[src/rtl/hqc_uart_pkg.sv]
// Shared constants and helpers for the HQC UART loader/sender pair.
// Frame geometry, status bytes and the baud divisor live here so both directions agree.
package hqc_uart_pkg;

  localparam int FRAME_BITS       = 10;
  localparam int DEFAULT_SS_BYTES = 64;

  localparam logic [7:0] STATUS_OK_BYTE  = 8'hA5;
  localparam logic [7:0] STATUS_ERR_BYTE = 8'hE1;

  typedef logic [7:0] uart_byte_t;

  // Truncating division: the bit period is rounded down to whole clock cycles.
  function automatic int cycles_per_bit(input int clk_hz, input int bit_rate);
    return clk_hz / bit_rate;
  endfunction

endpackage

[src/rtl/uart_tx_byte.sv]
// One-byte UART 8N1 transmitter: start bit, D0..D7 LSB first, stop bit, CPB cycles per bit.
// tx is registered one cycle behind the shift register so the first start-bit cycle is full length.
module uart_tx_byte
  import hqc_uart_pkg::*;
#(
  parameter int CLK_HZ   = 50_000_000,
  parameter int BIT_RATE = 115_200
) (
  input  logic       clk,
  input  logic       rst,
  input  logic       tx_valid,
  input  uart_byte_t tx_data,
  output logic       tx_ready,
  output logic       tx
);

  localparam int CPB    = cycles_per_bit(CLK_HZ, BIT_RATE);
  localparam int BAUD_W = (CPB > 1) ? $clog2(CPB) : 1;

  localparam logic [BAUD_W-1:0] BAUD_LAST = BAUD_W'(CPB - 1);
  localparam logic [3:0]        BIT_LAST  = 4'(FRAME_BITS - 1);

  logic                  active;
  logic [BAUD_W-1:0]     baud_cnt;
  logic [3:0]            bit_cnt;
  logic [FRAME_BITS-1:0] shift_reg;

  // Handshake: a byte is taken on any clock edge where tx_valid && tx_ready;
  // tx_ready then stays low for exactly FRAME_BITS*CPB cycles.
  assign tx_ready = !active;

  always_ff @(posedge clk or posedge rst) begin
    if (rst) begin
      active    <= 1'b0;
      baud_cnt  <= '0;
      bit_cnt   <= '0;
      shift_reg <= '1;
      tx        <= 1'b1;
    end else begin
      tx <= active ? shift_reg[0] : 1'b1;
      if (!active) begin
        if (tx_valid) begin
          active    <= 1'b1;
          shift_reg <= {1'b1, tx_data, 1'b0};
          baud_cnt  <= '0;
          bit_cnt   <= '0;
        end
      end else if (baud_cnt == BAUD_LAST) begin
        baud_cnt  <= '0;
        shift_reg <= {1'b1, shift_reg[FRAME_BITS-1:1]};
        if (bit_cnt == BIT_LAST) begin
          active <= 1'b0;
        end else begin
          bit_cnt <= bit_cnt + 1'b1;
        end
      end else begin
        baud_cnt <= baud_cnt + 1'b1;
      end
    end
  end

endmodule

[src/rtl/uart_result_sender.sv]
// Buffers the shared secret written by the decap core and streams a status byte plus the
// SS bytes (word lane 0 first) to the host over UART once the wrapper pulses start.
module uart_result_sender
  import hqc_uart_pkg::*;
#(
  parameter int         SS_BYTES = DEFAULT_SS_BYTES,
  parameter int         CLK_HZ   = 50_000_000,
  parameter int         BIT_RATE = 115_200,
  parameter logic [7:0] OK_BYTE  = STATUS_OK_BYTE,
  parameter logic [7:0] ERR_BYTE = STATUS_ERR_BYTE,
  localparam int        SS_WORDS = SS_BYTES / 8,
  localparam int        ADDR_W   = (SS_WORDS > 1) ? $clog2(SS_WORDS) : 1
) (
  input  logic              clk,
  input  logic              rst,
  output logic              tx,
  input  logic              start,
  input  logic              status_ok,
  output logic              busy,
  output logic              done,
  input  logic              ss_we,
  input  logic [ADDR_W-1:0] ss_addr,
  input  logic [63:0]       ss_wdata
);

  localparam int IDX_W = $clog2(SS_BYTES + 1);
  localparam int SEL_W = ADDR_W + 3;

  localparam logic [IDX_W-1:0] IDX_LAST = IDX_W'(SS_BYTES);

  localparam logic [1:0] S_IDLE = 2'd0;
  localparam logic [1:0] S_LOAD = 2'd1;
  localparam logic [1:0] S_WAIT = 2'd2;
  localparam logic [1:0] S_DONE = 2'd3;

  logic [1:0]       state;
  logic [IDX_W-1:0] idx;
  uart_byte_t       status_byte;
  logic [63:0]      ss_mem [SS_WORDS];

  logic             tx_valid;
  logic             tx_ready;
  uart_byte_t       tx_data;
  logic [SEL_W-1:0] byte_sel;

  assign busy     = (state == S_LOAD) || (state == S_WAIT);
  assign done     = (state == S_DONE);
  assign tx_valid = (state == S_LOAD);

  // The buffer is frozen while a stream is in flight so the host sees one consistent secret.
  always_ff @(posedge clk) begin
    if (ss_we && !busy) begin
      ss_mem[ss_addr] <= ss_wdata;
    end
  end

  // Index 0 is the status byte; index i>0 maps to SS byte i-1.
  always_comb begin
    byte_sel = SEL_W'(idx - 1'b1);
    tx_data  = status_byte;
    if (idx != '0) begin
      tx_data = ss_mem[byte_sel[SEL_W-1:3]][{byte_sel[2:0], 3'b000} +: 8];
    end
  end

  always_ff @(posedge clk or posedge rst) begin
    if (rst) begin
      state       <= S_IDLE;
      idx         <= '0;
      status_byte <= '0;
    end else begin
      case (state)
        S_IDLE: begin
          if (start) begin
            status_byte <= status_ok ? OK_BYTE : ERR_BYTE;
            idx         <= '0;
            state       <= S_LOAD;
          end
        end
        S_LOAD: begin
          if (tx_ready) begin
            state <= S_WAIT;
          end
        end
        S_WAIT: begin
          if (tx_ready) begin
            if (idx == IDX_LAST) begin
              state <= S_DONE;
            end else begin
              idx   <= idx + 1'b1;
              state <= S_LOAD;
            end
          end
        end
        S_DONE: begin
          state <= S_IDLE;
        end
        default: begin
          state <= S_IDLE;
        end
      endcase
    end
  end

  uart_tx_byte #(
    .CLK_HZ  (CLK_HZ),
    .BIT_RATE(BIT_RATE)
  ) u_tx (
    .clk     (clk),
    .rst     (rst),
    .tx_valid(tx_valid),
    .tx_data (tx_data),
    .tx_ready(tx_ready),
    .tx      (tx)
  );

endmodule

[config.mk]
export PLATFORM = sky130hd
export DESIGN_NAME = uart_result_sender
export DESIGN_NICKNAME = d
export VERILOG_FILES = /design/src/rtl/hqc_uart_pkg.sv /design/src/rtl/uart_tx_byte.sv /design/src/rtl/uart_result_sender.sv
export SDC_FILE = /design/constraint.sdc
export NUM_CORES = 1
export LEC_CHECK = 0
export CAP_MARGIN = 0
export CORE_MARGIN = 1
export CORE_UTILIZATION = 45
export DETAILED_ROUTE_END_ITERATION = 8
export PLACE_DENSITY = 0.62
export SLEW_MARGIN = 10
export SYNTH_ARGS = -nofsm -noshare
export SYNTH_HDL_FRONTEND = slang
export SYNTH_SLANG_ARGS = --single-unit
[constraint.sdc]
create_clock -name clk -period 6.6 [get_ports clk]
set_input_delay 0.66 -clock clk [delete_from_list [all_inputs] [get_ports clk]]
set_output_delay 0.66 -clock clk [all_outputs]
set_load 0.02 [all_outputs]
==> results of run 1 <==
## worst max-delay path: stages, from the launching register on
cell,delay [ns]
dfrtp_1,0.39
inv_2,0.21
ha_1,0.55
or3b_1,0.60
xnor2_4,0.24
buf_12,0.53
mux4_1,0.63
o21ai_0,0.16
a211oi_1,0.07
or4_1,0.49
o22a_1,0.17
## power groups by stage
stage / clock (uW) / combinational, uW / sequential (uW)
4_1_cts: 3170 / 95.0 / 3800
5_1_grt: 3300 / 102 / 3800
3_5_place_dp: 0 / 94.7 / 3870
2_1_floorplan: 0 / 5.39 / 3870
3_3_place_gp: 0 / 90.6 / 3870
6_report: 3130 / 94.3 / 3800
## through the flow
stage / worst slack, ns / hold WS [ns] / total power, uW / cells / area (um^2)
2_1_floorplan: 0.331 / 0.451 / 3880 / 1454 / 22500
3_3_place_gp: 2.51 / 0.469 / 3960 / 2148 / 24000
3_5_place_dp: 2.39 / 0.482 / 3970 / 2148 / 24000
4_1_cts: 2.37 / 0.469 / 7060 / 2248 / 25700
5_1_grt: 2.01 / 0.520 / 7190 / 2249 / 25700
6_report: 2.37 / 0.478 / 7020 / 2249 / 25700
## cell type report
cell class / count / area, um^2 / area share [%]
sequential: 548 / 16300 / 63.3
multi-input combinational: 814 / 5760 / 22.4
clock buffer: 76 / 1510 / 5.86
timing repair buffer: 109 / 1030 / 4.00
tap: 664 / 831 / 3.23
clock inverter: 24 / 275 / 1.07
inverter: 13 / 48.8 / 0.190
antenna: 1 / 2.50 / 0.00972
## logic make-up (layout without fill, tap and decap cells)
kind of cell | count (synthesis) | after routing | synth area share, %
AO/OA/AOI/OAI | 178 | 178 | 5.38
XOR/XNOR | 10 | 10 | 0.507
adder cells (fa/ha/maj) | 10 | 10 | 0.557
buffers and inverters | 92 | 222 | 2.22
flip-flops | 548 | 548 | 72.5
multiplexers | 139 | 139 | 9.14
other | 0 | 1 | 0
AND/OR/NAND/NOR | 477 | 477 | 9.67
## layer usage
metal | part of all wire [%] | GRT usage [%] | wire (um) | up-vias
met5 | 0 | 0 | 0 | -
met4 | 2.6 | 6.98 | 1460 | 0
met3 | 7.2 | 3.92 | 4000 | 84
met2 | 47 | 35.2 | 26200 | 497
met1 | 43 | 31.9 | 24000 | 6767
li1 | - | - | - | 5803
## worst paths after layout
path	end	slack, ns	depth (start not counted)
max	u_tx.shift_reg[2]	2.37	10
min	u_tx.baud_cnt[0]	0.48	3
max reg2reg	u_tx.shift_reg[2]	2.37	10
min reg2reg	status_byte[6]	0.51	2
max in group asynchronous	u_tx.shift_reg[2]	5.73	3
min in group clk	status_byte[6]	0.51	2
## synth_stat cells (all sizes together) (9+ instances only)
cell,number
ha,10
o21ai,36
a311oi,9
edfxtp,512
a31oi,16
dfrtp,26
nand3,87
nor2,42
nand2b,13
o211ai,12
dfstp,10
inv,12
clkbuf,26
mux4,52
nor3,16
nand2,247
mux2i,85
buf,53
and3,26
nand4,12
a21oi,40
## layout by cell type, fill, tap and decap left out, drive strengths merged, types with 4 or more instances in the layout
cell type        n
edfxtp         512
nand2          247
nand3           87
mux2i           85
clkbuf          76
clkdlybuf4s50   74
mux4            52
nor2            42
a21oi           40
o21ai           36
buf             35
and3            26
dfrtp           26
clkinv          18
a31oi           16
nor3            16
nand2b          13
inv             13
nand4           12
o211ai          12
ha              10
dfstp           10
a311oi           9
a221oi           7
xnor2            7
o22ai            6
bufinv           6
o31ai            6
or3              5
nand3b           5
a22o             5
nor4             5
o32ai            4
nor2b            4
nand4b           4
a41oi            4
a211oi           4
==> qor.yml, run 1 <==
p_clk_share_pct: 44.5
grt_antenna_before_repair: 1
powerDensity_mw_per_mm2: 273
clockBufferDepth: 3
viasPerCell: 5.85
grt_usage_pct: 22.4
io_buffer_count: 74
seqPwrFrac_pct: 54.1
dr.pass1.iters: 5
maxCapViolCount: 0
startpoint_type: "register"
swShare_pct: 19.3
synth_top_cell_by_area: "edfxtp_1"
hold_class: "primary input to asynchronous set/reset pin"
via_count: 13200
synth_edf_count: 512
crit_type: "register to register"
io_pins: 75
grt_overflow: 0
drcViolationCount: 0
syn_area_mm2: 0.0225
rows: 81
cp_max_fo: 117
dp_hpwl_mm: 31.9
grt_first_pass_wirelength_mm: 83.2
drt_wl_total_mm: 55.6
maxSlewViolCount: 0
rsz0062_at_grt: "no"
largest_reg_flops: 512
crit_start: "idx[0]"
arrival_ns: 4.76
syn2layout_area_growth_pct: 14.6
p_int_uw: 5660
synth_warnings: 0
synth_top_area_share_pct: 68.5
synthCells: 1454
cts_resized: 0
skew_ns: 0.0211
clk_pin_slew_worst_paths_ns: 0.06
holdBufCountCts: 0
p_comb_share_pct: 1.3
period_needed_ns: 4.23
drt_iter0_drc: 1525
initial_core_util_pct: 45.8
max_freq_mhz: 236
synth_cell_type_count: 73
nets: 1624
ys_async_sr_fraction_pct: 6.57
end_kind: "register"
syn_nets: 1536
cts_root_buffer: "clkbuf_16"
hold_viol: 0
wl_per_cell_um: 24.7
grt_max_degree: 118
worst_pin_slew_ns: 1.10
p_leak_uw: 0.00854
h-tree-depth: 2
timing.final.crit_share_pct: 64.1
fin_util_pct: 52.5
cts_tree: "yes"
place_congestion: 0.840
worst_ep_required_time_ns: 7.12
p_sw_uw: 1350
layout-drive-gt1-share_pct: 12.4
reg2reg_from: "idx[0]"
coreArea_mm2: 0.0491
grt_pass1_vias: 12800
ant_nets: 0
postCtsSetupRepairBufs: 0
yosysSeqAreaShare_pct: 72.5
tns_ns: 0
cts_sinks: 548
clk-insertion-delay-late_ns: 0.61
slew-limit-headroom_pct: 26.7
fp.dieW_um: 225
synth_seq_cells: 548
ir_worst_vdd_v: 0.000213
fillers: 4104
status: "finished, final reports clean"
syn_area_per_cell_um2: 15.4
cts_buffers: 56
setup_violations: 0
dieArea_mm2: 0.0508
die_h_um: 225
netlist_top_cells_area: "edfxtp_1, mux4_2, nand2_1"
synth_flop_cell: "edfxtp_1"
No activity file was read; power rests on OpenSTA's default activity.
==> run 2: changes to the inputs <==
==> constraint.sdc (replaced) <==
create_clock -name clk -period 3.65 [get_ports clk]
set_input_delay 0.365 -clock clk [delete_from_list [all_inputs] [get_ports clk]]
set_output_delay 0.365 -clock clk [all_outputs]
set_load 0.02 [all_outputs]
==> run 2 against run 1 <==
- global-route usage decreased by 0.16 points
- die area unchanged
- hold slack got worse by 0.20 ns
- register-to-register slack got worse by 2.1 ns
- combinational power increased by 78%
- clock-buffer cell count decreased by 3
- utilization increased by 0.96 points
- worst setup slack got worse by 2.1 ns
- total power increased by 82%
- sequential share of layout area decreased by 1.1 points
- fmax increased by 24%
==> qor.yml, run 2 (synthesized netlist as in run 1, its figures left out) <==
dieArea_mm2: 0.0508  # unchanged
cts_buffers: 55  # was 56
clockBufferDepth: 3  # unchanged
placed_cell_area_mm2: 0.0244  # was 0.0240 mm^2
drcViolationCount: 0  # unchanged
seqPwrFrac_pct: 53.7  # was 54.1%
worst_ep_required_time_ns: 4.16  # was 7.12 ns
powerDensity_mw_per_mm2: 488  # was 273 mW/mm^2
grt_antenna_before_repair: 0  # was 1
dp_hpwl_mm: 32.2  # was 31.9 mm
ir_worst_vdd_v: 0.000375  # was 0.000213 V
via_count: 13100  # was 13,200
setup_ws_ns: 0.245  # was 2.37 ns
fp.dieW_um: 225  # unchanged
grt_overflow: 0  # unchanged
grt_max_degree: 72  # was 118
nets: 1649  # was 1,624
critPathMostFrequentCell: "a21oi_1"
critPathMaxStageDelay_ns: 0.53  # was 0.63 ns
placed_cells: 2174  # was 2,148
clk-insertion-delay-late_ns: 0.61  # about the same
postCtsSetupRepairBufs: 0  # unchanged
drt_wl_total_mm: 54.9  # was 55.6 mm
largest_reg_flops: 512  # unchanged
arrival_ns: 3.91  # was 4.76 ns
cts_resized: 0  # unchanged
multi_input_area_mm2: 0.00577  # was 0.00576 mm^2
dp_slack_ns: 0.251  # was 2.39 ns
grt_pass1_vias: 13200  # was 12,800
timing.final.crit_share_pct: 93.3  # was 64.1%
cts_tree: "yes"  # unchanged
reg2reg_from: "idx[1]"  # was idx[0]
p_clk_share_pct: 45.0  # was 44.5%
io_buffer_count: 74  # unchanged
clk_pin_slew_worst_paths_ns: 0.06  # about the same
hold_ws_ns: 0.276  # was 0.478 ns
io_pins: 75  # unchanged
max_freq_mhz: 294  # was 236 MHz
die_h_um: 225  # unchanged
viasPerCell: 5.76  # was 5.85
status: "finished, final reports clean"  # unchanged
maxCapViolCount: 0  # unchanged
swShare_pct: 19.3  # about the same
holdBufCountCts: 0  # unchanged
final_common_cell: "edfxtp_1"  # unchanged
final_cell_mix: "edfxtp_1, nand2_1, nand3_1, mux2i_1, clkdlybuf4s50_1"  # unchanged
rsz0062_at_grt: "no"  # unchanged
crit_path_end: "u_tx.shift_reg[8]"  # was u_tx.shift_reg[2]
crit_slowest_cell: "mux4_2"  # was mux4_1
place_congestion: 0.855  # was 0.840
finalNonFillerCells: 2277  # was 2,249
p_int_uw: 10300  # was 5660 uW
p_sw_uw: 2460  # was 1350 uW
crit_start: "idx[1]"  # was idx[0]
fillers: 3990  # was 4,104
layout-drive-gt1-share_pct: 14.1  # was 12.4%
grt_usage_pct: 22.2  # was 22.4%
p_leak_uw: 0.00876  # was 0.00854 uW
coreArea_mm2: 0.0491  # unchanged
ant_nets: 0  # unchanged
period_needed_ns: 3.40  # was 4.23 ns
crit_type: "register to register"  # unchanged
startpoint_type: "register"  # unchanged
grt_first_pass_wirelength_mm: 83.2  # about the same
wl_per_cell_um: 24.1  # was 24.7 um
end_kind: "register"  # unchanged
cts_sinks: 548  # unchanged
reg2regPathDepth: 11  # was 10
hold_class: "primary input to asynchronous set/reset pin"  # unchanged
slew-limit-headroom_pct: 38.3  # was 26.7%
dr.pass1.iters: 5  # unchanged
crit_chain: "inv_1 > ha_1 > or3b_1 > xnor2_4 > buf_12 > buf_4 > mux4_2 > a21oi_1 > a31oi_1 > a21oi_1 > a221oi_1"  # was inv_2 > ha_1 > or3b_1 > xnor2_4 > buf_12 > mux4_1 > o21ai_0 > a211oi_1 > or4_1 > o22a_1
initial_core_util_pct: 45.8  # unchanged
ff_latch_area_mm2: 0.0163  # unchanged
skew_ns: 0.0117  # was 0.0211 ns
cp_max_fo: 31  # was 117
p_comb_share_pct: 1.3  # about the same
syn2layout_area_growth_pct: 16.7  # was 14.6%
rows: 81  # unchanged
r2r_end: "u_tx.shift_reg[8]"  # was u_tx.shift_reg[2]
h-tree-depth: 2  # unchanged
setup_violations: 0  # unchanged
worst_pin_slew_ns: 0.924  # was 1.10 ns
design_area_mm2: 0.0262  # was 0.0257 mm^2
antenna_cells: 0  # was 1
cts_root_buffer: "clkbuf_16"  # unchanged
ff2ff_setup_slack_ns: 0.25  # was 2.37 ns
hold_viol: 0  # unchanged
drt_iter0_drc: 1455  # was 1,525
maxSlewViolCount: 0  # unchanged
power_uw: 12800  # was 7020 uW
-- run 2: worst min path at each step --
stage                                  end  slack, ns  depth (start not counted)
final                     u_tx.baud_cnt[2]       0.28                          2
after global routing      u_tx.baud_cnt[2]       0.38                          2
after CTS                         state[0]       0.30                          2
after detailed placement    status_byte[5]       0.49                          1
after global placement      status_byte[6]       0.47                          2
after floorplan             status_byte[6]       0.45                          2
-- run 2: layout make-up --
type                    instances  share of cell area (%)
clock inverters                30                    1.46
clock buffers                  73                    5.55
well taps                     664                    3.17
flip-flops and latches        548                    62.1
repair buffers                135                    5.48
inverters                      13                   0.186
multi-input cells             814                    22.0
-- run 2: critical path: cells and delay by family, from the launching register on --
family                   cells  cell delay, ns
flip-flops                   1            0.47
XOR/XNOR                     1            0.24
AO/OA/AOI/OAI                4            0.78
adder cells (fa/ha/maj)      1            0.16
buffers and inverters        3            0.64
multiplexers                 1            0.53
AND/OR/NAND/NOR              1            0.45
-- run 2: power by group through the flow --
stage,Sequential (uW),Clock (uW),Combinational [uW]
global route,6870,6090,183
detailed placement,7000,0,169
floorplan,7000,0,10.1
CTS,6870,5850,170
finish,6870,5750,168
global placement,7000,0,163
-- run 2: stage by stage --
| step | TNS [ns] | util [%] |
|---|---|---|
| floorplan | -211.94 | - |
| global placement | 0 | 49.7 |
| detailed placement | 0 | 49.7 |
| CTS | 0 | 53.4 |
| global route | 0 | 53.4 |
| finish | 0 | 53.4 |
-- run 2: layer usage --
| layer | up-vias | GRT usage, % | routed length [um] |
|---|---|---|---|
| met4 | 0 | 7.31 | 1480 |
| met5 | - | 0 | 0 |
| met1 | 6756 | 31.2 | 24100 |
| li1 | 5861 | - | - |
| met2 | 404 | 35.9 | 26200 |
| met3 | 102 | 3.10 | 3040 |
==> run 3: changes to the inputs <==
--- a/config.mk
+++ b/config.mk
@@ -8,8 +8,8 @@
 export CAP_MARGIN = 0
 export CORE_MARGIN = 1
 export CORE_UTILIZATION = 45
+export CTS_CLUSTER_SIZE = 40
 export DETAILED_ROUTE_END_ITERATION = 8
-export PLACE_DENSITY = 0.62
 export SLEW_MARGIN = 10
 export SYNTH_ARGS = -nofsm -noshare
 export SYNTH_HDL_FRONTEND = slang
==> run 3 against run 2 <==
- final cell count rose by 0.88%
- sequential share of layout area down 0.44 points
- critical path depth stayed put
- worst setup slack improved by 0.022 ns
- largest power group unchanged
==> qor.yml, run 3 (synthesized netlist as in run 1, its figures left out) <==
status: "finished, final reports clean"  # unchanged
tns_ns: 0  # unchanged
p_sw_uw: 2530  # was 2460 uW
final_common_cell: "edfxtp_1"  # unchanged
dp_slack_ns: 0.128  # was 0.251 ns
die_h_um: 225  # unchanged
dieArea_mm2: 0.0508  # unchanged
cp_max_fo: 65  # was 31
ant_nets: 0  # unchanged
cts_sinks: 548  # unchanged
rsz0062_at_grt: "no"  # unchanged
via_count: 13300  # was 13,100
arrival_ns: 3.93  # was 3.91 ns
fp.dieW_um: 225  # unchanged
nets: 1666  # was 1,649
grt_usage_pct: 22.8  # was 22.2%
startpoint_type: "register"  # unchanged
slew-limit-headroom_pct: 26.5  # was 38.3%
powerDensity_mw_per_mm2: 488  # about the same
met1_usage_pct: 32.0  # was 31.2%
placed_cells: 2189  # was 2,174
postCtsSetupRepairBufs: 0  # unchanged
worst_ep_required_time_ns: 4.20  # was 4.16 ns
clk_pin_slew_worst_paths_ns: 0.06  # about the same
dr.pass1.iters: 5  # unchanged
use_met3_pct: 3.66  # was 3.10%
drt_wl_total_mm: 56.4  # was 54.9 mm
grt_pass1_vias: 13200  # about the same
fillers: 3978  # was 3,990
cts_root_buffer: "clkbuf_16"  # unchanged
cts_buffers: 57  # was 55
maxSlewViolCount: 0  # unchanged
setup_ws_ns: 0.268  # was 0.245 ns
dp_hpwl_mm: 34.2  # was 32.2 mm
p_comb_share_pct: 1.3  # about the same
grt_util_met2_pct: 36.4  # was 35.9%
swShare_pct: 19.6  # was 19.3%
layout-drive-gt1-share_pct: 15.5  # was 14.1%
initial_core_util_pct: 45.8  # unchanged
cts_tree: "yes"  # unchanged
grt_antenna_before_repair: 1  # was 0
maxCapViolCount: 0  # unchanged
largest_reg_flops: 512  # unchanged
drt_iter0_drc: 1220  # was 1,455
grt_first_pass_wirelength_mm: 84.9  # was 83.2 mm
hold_class: "primary input to asynchronous set/reset pin"  # unchanged
timing.final.crit_share_pct: 92.7  # was 93.3%
hold_viol: 0  # unchanged
clk-insertion-delay-late_ns: 0.61  # about the same
end_kind: "register"  # unchanged
grt_overflow: 0  # unchanged
top_usage_layer: "met2"  # unchanged
rows: 81  # unchanged
h-tree-depth: 2  # unchanged
p_clk_share_pct: 45.4  # was 45.0%
final_cell_mix: "edfxtp_1, nand2_1, nand3_1, mux2i_1, clkdlybuf4s50_1"  # unchanged
finalNonFillerCells: 2297  # was 2,277
crit_type: "register to register"  # unchanged
p_int_uw: 10400  # was 10,300 uW
place_congestion: 0.835  # was 0.855
wl_per_cell_um: 24.6  # was 24.1 um
drcViolationCount: 0  # unchanged
setup_violations: 0  # unchanged
ir_worst_vdd_v: 0.000418  # was 0.000375 V
seqPwrFrac_pct: 53.3  # was 53.7%
io_pins: 75  # unchanged
grt_max_degree: 66  # was 72
holdBufCountCts: 0  # unchanged
syn2layout_area_growth_pct: 17.6  # was 16.7%
p_leak_uw: 0.00886  # was 0.00876 uW
skew_ns: 0.0171  # was 0.0117 ns
io_buffer_count: 74  # unchanged
power_uw: 12900  # was 12,800 uW
viasPerCell: 5.77  # was 5.76
period_needed_ns: 3.38  # was 3.40 ns
coreArea_mm2: 0.0491  # unchanged
worst_pin_slew_ns: 1.10  # was 0.924 ns
max_freq_mhz: 296  # was 294 MHz
clockBufferDepth: 3  # unchanged
[run 3: changes by cell type in the layout (fill, tap and decap cells not counted), moves of 3 or more]
cell        change
clkinv_2        +6
clkinv_1        +8
clkbuf_1       -13
clkbuf_16       +4
clkinvlp_4      +3
buf_4          +14
[run 3: timing repair]
action	4_1_cts	5_1_grt
hold endpoints to repair	0	0
gates resized for setup	0	1
setup endpoints to repair	0	1
[run 3: final timing paths]
check / endpoint / start / slack, ns / cells after the start
worst min register to register: u_tx.shift_reg[8] / u_tx.shift_reg[8] / 0.49 / 2
worst max-delay path: u_tx.shift_reg[2] / idx[1] / 0.27 / 11
max in group asynchronous: u_tx.shift_reg[1] / rst / 2.68 / 3
worst max register to register: u_tx.shift_reg[2] / idx[1] / 0.27 / 11
min in group clk: status_byte[6] / status_ok / 0.45 / 2
worst min-delay path: u_tx.baud_cnt[1] / rst / 0.21 / 2
[run 3: cell type report]
| type | count | area (um^2) | area share (%) |
|---|---|---|---|
| Antenna cell | 1 | 2.50 | 0.00948 |
| Clock buffer | 63 | 1490 | 5.65 |
| Clock inverter | 44 | 400 | 1.52 |
| Inverter | 13 | 48.8 | 0.185 |
| Multi-Input combinational cell | 814 | 5780 | 21.9 |
| Sequential cell | 548 | 16300 | 61.7 |
| Tap cell | 664 | 831 | 3.15 |
| Timing Repair Buffer | 150 | 1560 | 5.91 |
[run 3: through the flow]
stage	util [%]	hold slack, ns	area [um^2]
after floorplan	-	0.451	22500
after global placement	49.9	0.470	24500
after detailed placement	49.9	0.489	24500
after CTS	53.8	0.379	26400
after global routing	53.8	0.263	26400
final	53.8	0.208	26400
[run 3: worst max-delay path, stage by stage (launching register included)]
cell     delay [ns]
dfrtp_1        0.47
inv_1          0.12
ha_1           0.17
or3b_1         0.45
xnor2_4        0.30
buf_12         0.36
mux2i_1        0.14
mux2i_1        0.21
mux2i_1        0.11
o32a_1         0.34
a31oi_1        0.38
o22a_1         0.22
[run 3: layer usage]
| layer | share of wire (%) | vias up |
|---|---|---|
| li1 | - | 5901 |
| met1 | 43 | 6717 |
| met2 | 47 | 542 |
| met3 | 7.2 | 94 |
| met4 | 2.6 | 0 |
| met5 | 0 | - |
[run 3: power groups by stage]
stage          Combinational [uW]  Clock (uW)  Sequential, uW
2_1_floorplan                10.1           0            7000
3_3_place_gp                  165           0            7000
3_5_place_dp                  171           0            7000
4_1_cts                       172        5940            6870
5_1_grt                       184        6180            6870
6_report                      171        5850            6870
